--- src/rtl/conv_pkg.sv ---
// conv_pkg: FSM state and band geometry helpers shared by the convolution datapath.
package conv_pkg;
  typedef enum logic {IDLE, BURST} state_t;
  function automatic int rows_per_ch(input int k, input int p);
    return p - k + 1;
  endfunction
  function automatic int reqs_per_frame(input int k, input int p, input int c);
    return (p - k + 1) * c;
  endfunction
  function automatic int beats_per_band(input int k, input int p);
    return k * p;
  endfunction
  function automatic int addr_w(input int c, input int p);
    return (c * p * p > 1) ? $clog2(c * p * p) : 1;
  endfunction
endpackage

--- src/rtl/pic_rd_pipe.sv ---
// pic_rd_pipe: one-stage read pipeline; flush drops the beat currently in flight.
module pic_rd_pipe #(
  parameter int WIDTH = 8
) (
  input  logic             clk,
  input  logic             rst_n,
  input  logic             flush,
  input  logic             en,
  input  logic [WIDTH-1:0] data,
  output logic [WIDTH-1:0] pic,
  output logic             pic_valid
);
  always_ff @(posedge clk or negedge rst_n)
    if (!rst_n) begin
      pic_valid <= 1'b0;
      pic <= '0;
    end else begin
      pic_valid <= en && !flush;
      if (en && !flush) pic <= data;
    end
endmodule

--- src/rtl/pic_feeder.sv ---
// pic_feeder: streams one kernel-high band of one channel per need_pic pulse, row outer / channel inner.
module pic_feeder
  import conv_pkg::*;
#(
  parameter int WIDTH       = 8,
  parameter int kernel_size = 5,
  parameter int pic_size    = 28,
  parameter int channel     = 3,
  parameter int ADDR_W      = addr_w(channel, pic_size)
) (
  input  logic              clk,
  input  logic              rst_n,
  input  logic              conv_start,
  input  logic              need_pic,
  output logic              mem_rd_en,
  output logic [ADDR_W-1:0] mem_rd_addr,
  input  logic [WIDTH-1:0]  mem_rd_data,
  output logic [WIDTH-1:0]  pic,
  output logic              pic_valid,
  output logic              busy,
  output logic              frame_done,
  output logic              req_overflow
);
  localparam int R  = rows_per_ch(kernel_size, pic_size);
  localparam int B  = beats_per_band(kernel_size, pic_size);
  localparam int PP = pic_size * pic_size;
  localparam int RW = R > 1 ? $clog2(R) : 1;
  localparam int CW = channel > 1 ? $clog2(channel) : 1;
  localparam int BW = B > 1 ? $clog2(B) : 1;
  state_t state;
  logic [BW-1:0] beat_cnt;
  logic [RW-1:0] row, nxt_row;
  logic [CW-1:0] ch, nxt_ch;
  logic pending, last_beat, wrap_frame;
  function automatic logic [ADDR_W-1:0] band_addr(input logic [RW-1:0] r, input logic [CW-1:0] c);
    return ADDR_W'(32'(c) * PP + 32'(r) * pic_size);
  endfunction
  always_comb begin
    last_beat = state == BURST && beat_cnt == BW'(B - 1);
    wrap_frame = ch == CW'(channel - 1) && row == RW'(R - 1);
    nxt_ch = ch == CW'(channel - 1) ? '0 : ch + 1'b1;
    nxt_row = ch != CW'(channel - 1) ? row : wrap_frame ? '0 : row + 1'b1;
  end
  assign mem_rd_en = state == BURST;
  assign busy = state == BURST;
  always_ff @(posedge clk or negedge rst_n)
    if (!rst_n) begin
      state <= IDLE;
      beat_cnt <= '0;
      mem_rd_addr <= '0;
      row <= '0;
      ch <= '0;
      pending <= 1'b0;
      req_overflow <= 1'b0;
      frame_done <= 1'b0;
    end else if (conv_start) begin
      state <= need_pic ? BURST : IDLE;
      beat_cnt <= '0;
      mem_rd_addr <= '0;
      row <= '0;
      ch <= '0;
      pending <= 1'b0;
      req_overflow <= 1'b0;
      frame_done <= 1'b0;
    end else begin
      frame_done <= last_beat && wrap_frame;
      if (state == IDLE) begin
        if (need_pic) begin
          state <= BURST;
          beat_cnt <= '0;
          mem_rd_addr <= band_addr(row, ch);
        end
      end else if (last_beat) begin
        row <= nxt_row;
        ch <= nxt_ch;
        beat_cnt <= '0;
        // a request landing on the last beat becomes the new pending one
        pending <= pending && need_pic;
        if (pending || need_pic) mem_rd_addr <= band_addr(nxt_row, nxt_ch);
        else state <= IDLE;
      end else begin
        beat_cnt <= beat_cnt + 1'b1;
        mem_rd_addr <= mem_rd_addr + 1'b1;
        if (need_pic) begin
          if (pending) req_overflow <= 1'b1;
          pending <= 1'b1;
        end
      end
    end
  pic_rd_pipe #(.WIDTH(WIDTH)) u_pipe (
    .clk(clk),
    .rst_n(rst_n),
    .flush(conv_start),
    .en(mem_rd_en),
    .data(mem_rd_data),
    .pic(pic),
    .pic_valid(pic_valid)
  );
endmodule

--- config.mk ---
export PLATFORM = sky130hd
export DESIGN_NAME = pic_feeder
export DESIGN_NICKNAME = d
export VERILOG_FILES = /design/src/rtl/conv_pkg.sv /design/src/rtl/pic_rd_pipe.sv /design/src/rtl/pic_feeder.sv
export SDC_FILE = /design/constraint.sdc
export NUM_CORES = 1
export LEC_CHECK = 0
export ABC_AREA = 1
export CORE_MARGIN = 3
export CORE_UTILIZATION = 35
export CTS_CLUSTER_SIZE = 40
export DETAILED_ROUTE_END_ITERATION = 12
export SLEW_MARGIN = 20
export SYNTH_ARGS = -nofsm -noshare
export SYNTH_HDL_FRONTEND = slang
export SYNTH_SLANG_ARGS = --single-unit
--- constraint.sdc ---
create_clock -name clk -period 4.51 [get_ports clk]
set_input_delay 1.353 -clock clk [delete_from_list [all_inputs] [get_ports clk]]
set_output_delay 1.353 -clock clk [all_outputs]
set_load 0.02 [all_outputs]
Yosys cells after proc, flatten, opt, wreduce, memory -nomap -nowiden
Index checks and enable logic that the tools add are counted.

cells by class
  equality and inequality tests = 6
  add/sub/neg operators = 6
  multiplexer cells = 33
  reduce and logical (&&, ||, !) cells = 17
  multipliers = 4

operators by type and width
  kind                                                                      number
  12-bit two-way mux                                                        5
  8-bit two-way mux                                                         4
  5-bit two-way mux                                                         5
  12-bit by 10-bit adder with 12-bit output                                 2
  2-bit by 6-bit multiplier with 8-bit output (second input constant)       2
  5-bit by 3-bit multiplier with 8-bit output (second input constant)       2
  1-bit two-way mux                                                         15
  12-bit by 1-bit adder with 12-bit output (second input constant)          1
  8-bit by 1-bit adder with 8-bit output (second input constant)            1
  8-bit equality test (second input constant)                               1
  2-bit two-way mux                                                         4
  2-bit nonzero test                                                        4
  2-bit AND reduction                                                       3
  3-bit nonzero test                                                        2
  5-bit by 1-bit adder with 5-bit output (second input constant)            1
  5-bit equality test (second input constant)                               1
  1-bit logical AND                                                         5
  2-bit inequality test (second input constant)                             2
  4-bit by 3-bit inequality test with 1-bit output (second input constant)  1
  4-bit AND reduction                                                       1
  2-bit by 1-bit adder with 2-bit output (second input constant)            1
  2-bit equality test (second input constant)                               1
  1-bit zero test                                                           1
  1-bit logical OR                                                          1

word-level totals
  flip-flop bits (word level) = 40
  input port bits = 12
  output and inout bits = 25

Logic depth before layout (Yosys ltp)
  word-level depth = 10
  gate-level depth with buffers = 27

By module
Synthesis repeated with hierarchy kept, for this count alone.

unflattened totals
  cells, all modules = 445
  area total of the unflattened synthesis = 3445.8 um^2

by module, submodules not included
  module       area each (um^2)  instances  cells an instance
  pic_feeder   3074.2            1          408
  pic_rd_pipe  371.6             1          37

Worst setup path after synthesis
OpenSTA, ideal clock, no wires.

  path kind = flip-flop to flip-flop
  start point = register ch[0]
  end point = register mem_rd_addr[11]
  arrival time = 3.694 ns
  slack = 0.699 ns
  cell stages (with the launch flop) = 22
  cell sequence = dfrtp_1 inv_1 ha_1 buf_2 nand2_1 nor2_1 nor3_1 fa_1 ha_1 fa_1 a21oi_1 o21ai_0 xor2_1 ha_1 a21oi_1 or2_2 nand2_1 nand2_1 nand3_1 nand2_1 nand3_1 nand2_1

on the way
  cells in the longest elaborated chain, start to end = 10
  elaborated cells between the ends (all ways) = 17
  those cells by class = 3 x add/sub; 3 x mul; 2 x eq/ne; 8 x mux; 1 x reduce/logical

RTL lines
  item                                                                                               RTL line          source
  from (decl)                                                                                        pic_feeder.sv:33  logic [CW-1:0] ch, nxt_ch;
  from (signal assigned)                                                                             pic_feeder.sv:75  ch <= nxt_ch;
  parallel branches: the longest is 8 deep, another holds 12-bit by 10-bit adder with 12-bit output  n/a
  12-bit two-way mux (*)                                                                             pic_feeder.sv:67  if (state == IDLE) begin
  12-bit two-way mux (*)                                                                             pic_feeder.sv:56  end else if (conv_start) begin
  to (signal assigned)                                                                               pic_feeder.sv:71  mem_rd_addr <= band_addr(row, ch);
  to (signal assigned)                                                                               pic_feeder.sv:79  if (pending || need_pic) mem_rd_addr <= band_addr(nxt_row, nxt_ch);
  to (signal assigned)                                                                               pic_feeder.sv:83  mem_rd_addr <= mem_rd_addr + 1'b1;
  to (decl)                                                                                          pic_feeder.sv:16  output logic [ADDR_W-1:0] mem_rd_addr,

Mark *: on every way between the ends. The select of a mux whose other input is x is not followed.
A chain may end at the register's enable or synchronous reset.

Worst setup path after layout
Ends and elaborated chain as after synthesis.

==> results.ini <==
[power]
p_switching_mw = 0.254
power_frac_seq_pct = 46.2
pwr_density_cell_nw_per_um2 = 220
p_leak_nw = 1.98
p_comb_share_pct = 17.6
ir_worst_vdd_mv = 0.111
switching_share_pct = 29.3
p_clk_share_pct = 36.2
internal_power_mw = 0.613

[clocking]
cts-root-buf = clkbuf_8
cts_made_buffers = 5
cts_tree = yes
clk_latency_ns = 0.30
path_clk_slew_ns = 0.08
cts.sink_count = 40
htreeDepth = 2
clockBufferDepth = 2

[yosys]
synth.net_count = 494
netlist-cell-type-count = 41
synthCells = 438
synth_top_family_by_area = simple AND/OR/NAND/NOR gates
avgSynthCellArea_um2 = 7.61
synth_compound_area_share_pct = 12.4
synth_xor_area_share_pct = 3.42
synth_fa_ha_area_share_pct = 18.6
synth_area_leaders = dfrtp_1 30%, ha_1 13%, nand2_1 12%, inv_1 7.2%, fa_1 5.4%
yosysTopAreaCell = dfrtp_1
async_reset_ff_share_pct = 100
synth.area.mux_share_pct = 0
ys_seq_area_share_pct = 30.0
synth_top_area_share_pct = 30.0
synth.ff_latch_count = 40
synthSimpleGateAreaFrac_pct = 26.4
synth_edf_count = 0
ys_warn_count = 0
synthesis.area_um2 = 3330
synth-main-ff-cell = dfrtp_1

[sta]
rsz0062_at_grt = yes
finalSetupViolations = 0
timing.fmax_mhz = 243
fin_skew_ns = 0.00931
fin_crit_sh_pct = 91.2
worst_slew_pin_slew_ns = 0.940
tns_ns = 0
period_needed_ns = 4.11
max_slew_margin_pct = 37.3
finalHoldViolCount = 0
report.final.slew_viol_count = 0

[global_routing]
groute.usage.overall_pct = 15.1
antenna_found_initial = 0
grt_pass1_wl_um = 13600
grt.overflow.total = 0
grt_max_degree = 41
grt_pass1_vias = 2824

[floorplan]
dieArea_um2 = 10700
fp.dieW_um = 104
io_pins = 37
initial_core_util_pct = 37.1
core_area_um2 = 8980
std_cell_rows = 34
dieHeight_um = 104

[place]
place_hpwl_um = 6170
dpl_cell_area_um2 = 3810
place_congestion = 0.863
port_buffers = 36

[route]
drc = 0
wl_met2_um = 3650
drtPass1Iterations = 4
via_count = 2864
routedWlPerCell_um = 13.0
routed_via_density = 4.74
final_antenna_net_count = 0
drtIter0Drc = 127
routed_wl_um = 7860
wl_met3_um = 283
m1WireLength_um = 3850
top_layer = met4

[finish]
drive_gt1_share_pct = 6.69
finalInstanceArea_um2 = 3940
areaGrowthSynthToFinish_pct = 18.2
num_antenna_cells = 0
final_nets = 533

[worst_setup_path]
cp_data_arrival_time_ns = 4.31
crit_required_ns = 4.71
worstSetupPathType = register to register
crit_fanout = 8
endpoint_kind = register
start_kind = register

[run_status]
status = finished, final reports clean

[run]
maxCapViolations = 0

[worst_hold_path]
min_path_type = register to register

## cells in the mapped netlist, types with 2 or more instances
| library cell | count |
|---|---|
| or2_2 | 2 |
| o211ai_1 | 4 |
| o21ai_0 | 27 |
| nand3_4 | 2 |
| o21bai_1 | 2 |
| a21oi_1 | 15 |
| nor2_2 | 2 |
| nor3_1 | 6 |
| xor2_1 | 9 |
| nand3_1 | 35 |
| inv_1 | 64 |
| xnor2_1 | 4 |
| nand4_1 | 3 |
| nand2_1 | 107 |
| buf_2 | 2 |
| dfrtp_1 | 40 |
| inv_2 | 4 |
| a21o_1 | 3 |
| fa_1 | 9 |
| ha_1 | 35 |
| nor2_1 | 33 |
| o22ai_1 | 9 |
| a21oi_2 | 3 |
## cell usage in the layout, fill, tap and decap left out, types with 3 or more instances in the layout
master           Yosys  layout
a21o_1               3       3
a21oi_1             15      15
a21oi_2              3       3
clkbuf_8             0       5
clkdlybuf4s50_1      0      35
dfrtp_1             40      39
fa_1                 9       9
ha_1                35      35
inv_1               64      64
inv_2                4       4
nand2_1            107     107
nand3_1             35      35
nand4_1              3       3
nor2_1              33      33
nor3_1               6       4
o211ai_1             4       4
o21ai_0             27      27
o22ai_1              9       9
xnor2_1              4       4
xor2_1               9       9
## worst max-delay path, cell delays in order (launching register included)
cell,delay (ns)
dfrtp_2,0.47
inv_1,0.11
ha_1,0.31
nand2_1,0.14
nor2_1,0.29
inv_1,0.11
nand2_1,0.08
nor2_1,0.08
xnor2_1,0.14
ha_1,0.30
ha_1,0.35
nand3_1,0.13
nand3_1,0.08
nand2_1,0.10
nand2_1,0.06
a21o_1,0.16
ha_1,0.35
a21oi_1,0.11
or2_2,0.29
nand2_1,0.07
nand2_1,0.04
nand3_1,0.07
nand2_1,0.05
nand3_1,0.06
nand2_1,0.05
## per-stage QoR
step	utilization [%]	total power [mW]	hold slack [ns]	std cells	setup WS, ns
global placement	42.5	0.560	0.456	596	0.517
global route	43.9	0.906	0.503	604	-0.00323
CTS	43.7	0.879	0.483	604	0.283
floorplan	-	0.485	0.490	438	0.699
detailed placement	42.5	0.562	0.462	596	0.331
finish	43.9	0.867	0.480	604	0.396
## power by group through the flow
stage | Combinational, mW | Sequential (mW) | Clock, mW
3_5_place_dp | 0.154 | 0.408 | 0
6_report | 0.152 | 0.401 | 0.314
4_1_cts | 0.155 | 0.401 | 0.323
2_1_floorplan | 0.0569 | 0.429 | 0
3_3_place_gp | 0.153 | 0.408 | 0
5_1_grt | 0.168 | 0.404 | 0.334
## per-layer routing
layer  vias to the layer above  track usage [%]
li1                       1498                -
met1                      1317             21.1
met2                        44             24.4
met3                         5             2.74
met4                         0             3.70
met5                         -                0
## path summary, 6_finish.rpt
path,depth (start not counted),slack (ns),end,start
worst max-delay path,24,0.40,mem_rd_addr[11],ch[0]
worst min-delay path,2,0.48,u_pipe.pic[3],u_pipe.pic[3]
worst max register to register,24,0.40,mem_rd_addr[11],ch[0]
worst min register to register,2,0.48,u_pipe.pic[3],u_pipe.pic[3]
max in group asynchronous,1,2.68,ch[0],rst_n
min in group asynchronous,1,1.19,pending,rst_n
## sequential cells by signal, indices dropped and copies added (netlist names)
name / count
pending: 1
busy: 1
mem_rd_addr: 12
u_pipe.pic_valid: 1
frame_done: 1
req_overflow: 1
beat_cnt: 8
ch: 2
row: 5
u_pipe.pic: 8
## what timing repair did
action | 4_1_cts | 5_1_grt
resized for setup | 0 | 3
buffers inserted | 0 | 0
hold buffers | 0 | 0
setup endpoints to repair | 0 | 4
## final cells by class
| class | instances | area (um^2) |
|---|---|---|
| clock buffer | 5 | 68.8 |
| clock inverter | 3 | 46.3 |
| fill | 896 | 5040 |
| inverter | 69 | 264 |
| multi-input combinational | 324 | 2040 |
| sequential | 40 | 1000 |
| tap | 126 | 158 |
| timing repair buffer | 37 | 363 |
## logic make-up (layout without fill, tap and decap cells)
| logic type | count (synthesis) | in the layout |
|---|---|---|
| buf+inv | 74 | 114 |
| xor+xnor | 13 | 13 |
| simple gates | 197 | 197 |
| flops | 40 | 40 |
| fa+ha+maj | 44 | 44 |
| compound gates | 70 | 70 |
No activity file was read; power rests on OpenSTA's default activity.
